[config.mk]
export PLATFORM = sky130hd
export DESIGN_NAME = alu_seq_controller
export DESIGN_NICKNAME = d
export VERILOG_FILES = /design/src/rtl/alu_seq_controller_pkg.sv /design/src/rtl/alu_seq_controller_mult.sv /design/src/rtl/alu_seq_controller.sv
export SDC_FILE = /design/constraint.sdc
export NUM_CORES = 1
export LEC_CHECK = 0
export CORE_MARGIN = 2
export CORE_UTILIZATION = 45
export CTS_CLUSTER_SIZE = 28
export DETAILED_ROUTE_END_ITERATION = 16
export DONT_BUFFER_PORTS = 1
export GPL_TIMING_DRIVEN = 0
export PLACE_DENSITY_LB_ADDON = 0.05
export SLEW_MARGIN = 15
export SYNTH_ARGS = -nofsm -noshare
export SYNTH_HDL_FRONTEND = slang
export SYNTH_HIERARCHICAL = 1
export SYNTH_SLANG_ARGS = --single-unit
[constraint.sdc]
create_clock -name clk -period 6.2 [get_ports clk]
set_input_delay 0.31 -clock clk [delete_from_list [all_inputs] [get_ports clk]]
set_output_delay 0.31 -clock clk [all_outputs]
set_load 0.01 [all_outputs]
[src/rtl/alu_seq_controller_pkg.sv]
// Shared codes and the instruction decoder for the ALU sequencing controller.
// ALU, func, instruction-class and write-back select encodings live here.
package alu_seq_controller_pkg;

  localparam logic [2:0] ALU_AND = 3'b000;
  localparam logic [2:0] ALU_OR  = 3'b001;
  localparam logic [2:0] ALU_ADD = 3'b010;
  localparam logic [2:0] ALU_SUB = 3'b110;
  localparam logic [2:0] ALU_SLT = 3'b111;
  localparam logic [2:0] ALU_OFF = 3'b100;

  localparam logic [1:0] OP_MTYPE = 2'b00;
  localparam logic [1:0] OP_BTYPE = 2'b01;
  localparam logic [1:0] OP_RTYPE = 2'b10;
  localparam logic [1:0] OP_JTYPE = 2'b11;

  localparam logic [5:0] FUNC_ADD   = 6'b100000;
  localparam logic [5:0] FUNC_SUB   = 6'b100010;
  localparam logic [5:0] FUNC_AND   = 6'b100100;
  localparam logic [5:0] FUNC_OR    = 6'b100101;
  localparam logic [5:0] FUNC_SLT   = 6'b101010;
  localparam logic [5:0] FUNC_MFHI  = 6'b010000;
  localparam logic [5:0] FUNC_MFLO  = 6'b010010;
  localparam logic [5:0] FUNC_MULTU = 6'b011001;

  localparam logic [1:0] SEL_ALU = 2'b00;
  localparam logic [1:0] SEL_HI  = 2'b01;
  localparam logic [1:0] SEL_LO  = 2'b10;

  typedef struct packed {
    logic [2:0] alu_operation;
    logic [1:0] result_sel;
    logic       illegal;
    logic       is_mul;
  } decode_t;

  function automatic decode_t decode(input logic [1:0] alu_op, input logic [5:0] func);
    decode_t d;
    d.alu_operation = ALU_OFF;
    d.result_sel    = SEL_ALU;
    d.illegal       = 1'b0;
    d.is_mul        = 1'b0;
    case (alu_op)
      OP_MTYPE: d.alu_operation = ALU_ADD;
      OP_BTYPE: d.alu_operation = ALU_SUB;
      OP_JTYPE: d.alu_operation = ALU_OFF;
      default: begin
        case (func)
          FUNC_ADD:   d.alu_operation = ALU_ADD;
          FUNC_SUB:   d.alu_operation = ALU_SUB;
          FUNC_AND:   d.alu_operation = ALU_AND;
          FUNC_OR:    d.alu_operation = ALU_OR;
          FUNC_SLT:   d.alu_operation = ALU_SLT;
          FUNC_MFHI:  d.result_sel    = SEL_HI;
          FUNC_MFLO:  d.result_sel    = SEL_LO;
          FUNC_MULTU: d.is_mul        = 1'b1;
          default:    d.illegal       = 1'b1;
        endcase
      end
    endcase
    return d;
  endfunction

endpackage

[src/rtl/alu_seq_controller_mult.sv]
// Iterative radix-2 shift-add unsigned multiplier, one multiplier bit per cycle.
// last_c_o/product_c_o expose the final step so the caller can capture the product on that edge.
module alu_seq_controller_mult #(
  parameter int unsigned WIDTH = 32
) (
  input  logic               clk,
  input  logic               rst_n,
  input  logic               start_i,
  input  logic [WIDTH-1:0]   a_i,
  input  logic [WIDTH-1:0]   b_i,
  output logic               last_c_o,
  output logic [2*WIDTH-1:0] product_c_o
);
  import alu_seq_controller_pkg::*;

  localparam int unsigned PROD_W = 2 * WIDTH;
  localparam int unsigned CNT_W  = (WIDTH > 1) ? $clog2(WIDTH) : 1;

  logic [PROD_W-1:0] mcand_q, acc_q, sum_c;
  logic [WIDTH-1:0]  mplier_q;
  logic [CNT_W-1:0]  cnt_q;
  logic              run_q;

  assign sum_c       = acc_q + (mplier_q[0] ? mcand_q : '0);
  assign last_c_o    = run_q && (cnt_q == CNT_W'(WIDTH - 1));
  assign product_c_o = sum_c;

  always_ff @(posedge clk) begin
    if (!rst_n) begin
      mcand_q  <= '0;
      mplier_q <= '0;
      acc_q    <= '0;
      cnt_q    <= '0;
      run_q    <= 1'b0;
    end else if (start_i) begin
      mcand_q  <= PROD_W'(a_i);
      mplier_q <= b_i;
      acc_q    <= '0;
      cnt_q    <= '0;
      run_q    <= 1'b1;
    end else if (run_q) begin
      acc_q    <= sum_c;
      mcand_q  <= mcand_q << 1;
      mplier_q <= mplier_q >> 1;
      cnt_q    <= cnt_q + CNT_W'(1);
      if (last_c_o) run_q <= 1'b0;
    end
  end

endmodule

[src/rtl/alu_seq_controller.sv]
// Registered ALU decode with a multi-cycle MULTU and HI/LO product registers.
// Requests are accepted only in IDLE; a multiply blocks acceptance until its DONE pulse.
module alu_seq_controller #(
  parameter int unsigned WIDTH = 32
) (
  input  logic             clk,
  input  logic             rst_n,
  input  logic             valid_in,
  output logic             ready,
  input  logic [1:0]       alu_op,
  input  logic [5:0]       func,
  input  logic [WIDTH-1:0] op_a,
  input  logic [WIDTH-1:0] op_b,
  output logic [2:0]       alu_operation,
  output logic [1:0]       result_sel,
  output logic             out_valid,
  output logic             illegal,
  output logic             busy,
  output logic [WIDTH-1:0] hi,
  output logic [WIDTH-1:0] lo
);
  import alu_seq_controller_pkg::*;

  localparam logic [1:0] S_IDLE = 2'b00;
  localparam logic [1:0] S_MUL  = 2'b01;
  localparam logic [1:0] S_DONE = 2'b10;

  logic [1:0]         state_q, state_d;
  logic [2:0]         alu_operation_q, alu_operation_d;
  logic [1:0]         result_sel_q, result_sel_d;
  logic               out_valid_q, out_valid_d;
  logic               illegal_q, illegal_d;
  logic               ready_q, busy_q;
  logic [WIDTH-1:0]   hi_q, hi_d, lo_q, lo_d;
  logic               mul_start_c, mul_last_c;
  logic [2*WIDTH-1:0] mul_product_c;
  decode_t            dec_c;

  assign dec_c = decode(alu_op, func);

  alu_seq_controller_mult #(.WIDTH(WIDTH)) u_mult (
    .clk         (clk),
    .rst_n       (rst_n),
    .start_i     (mul_start_c),
    .a_i         (op_a),
    .b_i         (op_b),
    .last_c_o    (mul_last_c),
    .product_c_o (mul_product_c)
  );

  always_ff @(posedge clk) begin
    if (!rst_n) begin
      state_q         <= S_IDLE;
      alu_operation_q <= ALU_OFF;
      result_sel_q    <= SEL_ALU;
      out_valid_q     <= 1'b0;
      illegal_q       <= 1'b0;
      ready_q         <= 1'b1;
      busy_q          <= 1'b0;
      hi_q            <= '0;
      lo_q            <= '0;
    end else begin
      state_q         <= state_d;
      alu_operation_q <= alu_operation_d;
      result_sel_q    <= result_sel_d;
      out_valid_q     <= out_valid_d;
      illegal_q       <= illegal_d;
      ready_q         <= (state_d == S_IDLE);
      busy_q          <= (state_d != S_IDLE);
      hi_q            <= hi_d;
      lo_q            <= lo_d;
    end
  end

  // Next state and registered-output updates; ready/busy track the next state.
  always_comb begin
    state_d         = state_q;
    alu_operation_d = alu_operation_q;
    result_sel_d    = result_sel_q;
    out_valid_d     = 1'b0;
    illegal_d       = 1'b0;
    hi_d            = hi_q;
    lo_d            = lo_q;
    mul_start_c     = 1'b0;
    case (state_q)
      S_IDLE: begin
        if (valid_in) begin
          if (dec_c.is_mul) begin
            mul_start_c = 1'b1;
            state_d     = S_MUL;
          end else begin
            out_valid_d     = 1'b1;
            illegal_d       = dec_c.illegal;
            alu_operation_d = dec_c.alu_operation;
            result_sel_d    = dec_c.result_sel;
          end
        end
      end
      S_MUL: begin
        if (mul_last_c) begin
          hi_d            = mul_product_c[2*WIDTH-1:WIDTH];
          lo_d            = mul_product_c[WIDTH-1:0];
          out_valid_d     = 1'b1;
          alu_operation_d = ALU_OFF;
          result_sel_d    = SEL_ALU;
          state_d         = S_DONE;
        end
      end
      S_DONE:  state_d = S_IDLE;
      default: state_d = S_IDLE;
    endcase
  end

  assign ready         = ready_q;
  assign busy          = busy_q;
  assign alu_operation = alu_operation_q;
  assign result_sel    = result_sel_q;
  assign out_valid     = out_valid_q;
  assign illegal       = illegal_q;
  assign hi            = hi_q;
  assign lo            = lo_q;

endmodule
==> results.cfg <==
[sta]
fin_crit_ns = 5.45
hold_viol_final = 0
fin_worst_skew_ns = 0.00976
period_share = 0.878
maxSlewViolCount = 0
worst-slew-pin-transition_ns = 1.12
rsz0062_at_grt = false
max_freq_ghz = 0.184
setup_viol = 0
slew_headroom = 0.234
fin_setup_tns_ns = 0

[global_routing]
track_usage = 0.233
grt_max_degree = 14
antenna_found_initial = 1
grt-ovfl-total = 0
grt_pass1_wl_um = 62100
first_global_vias = 11700

[power]
swShare = 0.213
power.density_nw_per_um2 = 207
combPwrFrac = 0.028
power_frac_clock = 0.504
switching_power_mw = 0.706
p_seq_frac = 0.468
leakage_nw = 6.11
vdd_drop_max_mv = 0.195
power.total_mw = 3.32
internal-power_mw = 2.61

[finish]
antenna_cells = 0
nets = 1921
fillers = 2940
syn_to_final_growth_pct = 15.0
drive_gt1_frac = 0.0417

[cts]
cts_made_buffers = 28
h-tree-depth = 1
clk_latency_ns = 0.55
root_buffer = clkbuf_16
clk_path_buf_depth = 3
cts_tree = built
cts.sinks = 241
path_clk_slew_ns = 0.06

[drt]
drc = 0
num_vias = 11900
routed_wl_um = 38100
wire_per_inst_um = 17.4
vias_per_cell = 5.41
drt-initial-drc-count = 685
drtPass1Iterations = 5
final_antenna_net_count = 0

[setup_path]
endpoint_kind = flip-flop
arrival_ns = 5.88
reg2reg_depth = 15
startpoint = u_mult/mplier_q[0]
critPathRequiredTime_ns = 6.63
start_kind = flip-flop
cpMaxStageDelayCell = a2111oi_0
endpoint = hi[29]
cpPeakStageDelay_ns = 1.03
timing.rr.start = u_mult/mplier_q[0]
worstPathMaxFanout = 10
path_class = reg2reg
reg2reg_slack_ns = 0.75
r2r-end = hi[29]
path_cells = clkbuf_1 -> clkbuf_1 -> and2_1 -> ha_1 -> a211oi_1 -> o21ai_0 -> nand4_1 -> nand3_1 -> a21oi_1 -> o31ai_1 -> a2111oi_0 -> o31ai_1 -> xor2_1 -> nand2_1 -> a21boi_0

[yosys]
ys_async_sr_fraction = 0
synth_area_um2 = 13900
synthCells = 1684
avgSynthCellArea_um2 = 8.25
ys_seq_area_frac = 0.347
synthDistinctLibCells = 73
synth-edff-count = 0
synth_seq_cells = 241
yosysWarnings = 6
synth_ff_type = dfxtp_1
syn_nets = 1825

[floorplan]
die_area_um2 = 32300
rows = 64
initial_utilization = 0.455
ios = 148
die_h_um = 180
die_x_um = 180
core_area_um2 = 30500

[run_status]
status = finished, final reports clean

[placed_design]
gp_congestion = 0.881
port_buffers = 0
dp_hpwl_um = 28300

[flow_run]
maxCapViolCount = 0

[hold_path]
hold_path.class = in2reg
-- cell families after synthesis --
family / count (synthesis) / synth area share
simple gates: 645 / 0.223
fa+ha+maj: 66 / 0.0600
mux: 153 / 0.110
xor+xnor: 65 / 0.0420
compound gates: 381 / 0.179
buf+inv: 133 / 0.0386
flops: 241 / 0.347
-- placed cells by master (no fill, tap or decap), drive strengths merged, types with 26 or more instances in the layout --
master	n
a21o	41
and2	130
nor2	133
a21boi	65
nand4	26
clkbuf	128
mux2i	152
ha	65
dlygate4sd3	66
xnor2	45
o21ai	102
a21oi	81
dfxtp	241
nand2	249
-- state kept, by name, indices dropped and copies added (netlist names) --
signal	cells
alu_operation	3
busy	1
hi	32
illegal	1
lo	32
out_valid	1
ready	1
result_sel	2
state_q	2
u_mult/acc_q	64
u_mult/cnt_q	5
u_mult/mcand_q	64
u_mult/mplier_q	32
u_mult/run_q	1
-- per-layer routing --
layer  wire length (um)  vias to the layer above  track usage
li1                   -                     6044            -
met1              18400                     5503        0.324
met2              17100                      275        0.384
met3               1900                       44       0.0346
met4                755                        0       0.0498
met5                  0                        -            0
-- power by group through the flow --
stage               clock network (mW)  registers [mW]  logic, mW
floorplan                            0            1.59     0.0375
global placement                     0            1.59     0.0574
detailed placement                   0            1.59     0.0579
CTS                               1.72            1.55     0.0916
global route                      1.78            1.55     0.0990
finish                            1.67            1.55     0.0918
-- critical path: cells and delay by family, from the launching register on --
family	cells	cell delay, ns
buffers and inverters	2	1.08
AOI/OAI and AO/OA	7	2.71
xor gates and xnor gates	1	0.21
DFF	1	0.36
adders and majority gates	1	0.26
and+or+nand+nor	4	0.67
-- area by class of cell --
cell class / instances / area (um2) / share of cell area
Multi-Input combinational cell: 1310 / 8530 / 0.534
Sequential cell: 241 / 4820 / 0.302
Clock buffer: 42 / 845 / 0.0529
Timing Repair Buffer: 66 / 661 / 0.0413
Tap cell: 396 / 495 / 0.0310
Buffer: 109 / 445 / 0.0279
Inverter: 24 / 90.1 / 0.00564
Clock inverter: 7 / 88.8 / 0.00556
-- cells in the mapped netlist (4+ instances only) --
| cell | number | area (um2) |
|---|---|---|
| buf_2 | 5 | 25.0 |
| nand3_1 | 25 | 125 |
| a21boi_0 | 65 | 488 |
| and2_1 | 130 | 813 |
| buf_1 | 10 | 37.5 |
| nor2b_1 | 9 | 56.3 |
| and3_1 | 15 | 93.8 |
| xnor2_1 | 45 | 394 |
| o21ai_0 | 98 | 490 |
| or4_1 | 4 | 30.0 |
| a21oi_1 | 80 | 400 |
| o21a_1 | 12 | 90.1 |
| ha_1 | 65 | 813 |
| mux2i_1 | 152 | 1520 |
| nand4_1 | 26 | 163 |
| nand2_1 | 249 | 935 |
| a211oi_1 | 5 | 37.5 |
| nor3_1 | 21 | 105 |
| clkbuf_1 | 86 | 323 |
| a21o_1 | 41 | 308 |
| nand2b_1 | 7 | 43.8 |
| nor2_1 | 132 | 495 |
| nor3b_1 | 4 | 30.0 |
| o21bai_1 | 18 | 135 |
| o31ai_1 | 6 | 45.0 |
| a31oi_1 | 11 | 68.8 |
| inv_1 | 23 | 86.3 |
| buf_4 | 8 | 60.1 |
| xor2_1 | 19 | 166 |
| o211ai_1 | 10 | 75.1 |
| dfxtp_1 | 241 | 4820 |
-- worst min path at each step --
stage | slack (ns) | from | to | depth (start not counted)
floorplan | 0.44 | u_mult/acc_q[63] | u_mult/acc_q[63] | 2
global placement | 0.45 | u_mult/acc_q[63] | u_mult/acc_q[63] | 2
detailed placement | 0.46 | func[1] | result_sel[1] | 2
CTS | 0.004 | op_a[26] | u_mult/mcand_q[26] | 3
global route | 0.02 | op_a[24] | u_mult/mcand_q[24] | 3
finish | 0.02 | op_a[24] | u_mult/mcand_q[24] | 3
-- what timing repair did --
action                     in CTS  in global routing
setup endpoints to repair       0                  0
hold endpoints to repair       66                  0
hold buffers                   66                  0
gates resized for setup         0                  0
buffers inserted                0                  0
-- per-stage QoR --
stage | area, um2 | utilization | hold slack, ns | instances | worst slack, ns
2_1_floorplan | 13900 | - | 0.443 | 1684 | 2.52
3_5_place_dp | 14400 | 0.471 | 0.457 | 2080 | 0.817
4_1_cts | 16000 | 0.524 | 0.00431 | 2195 | 0.792
6_report | 16000 | 0.524 | 0.0200 | 2195 | 0.755
3_3_place_gp | 14400 | 0.471 | 0.454 | 2080 | 0.810
5_1_grt | 16000 | 0.524 | 0.0249 | 2195 | 0.332
No activity file was read; power rests on OpenSTA's default activity.
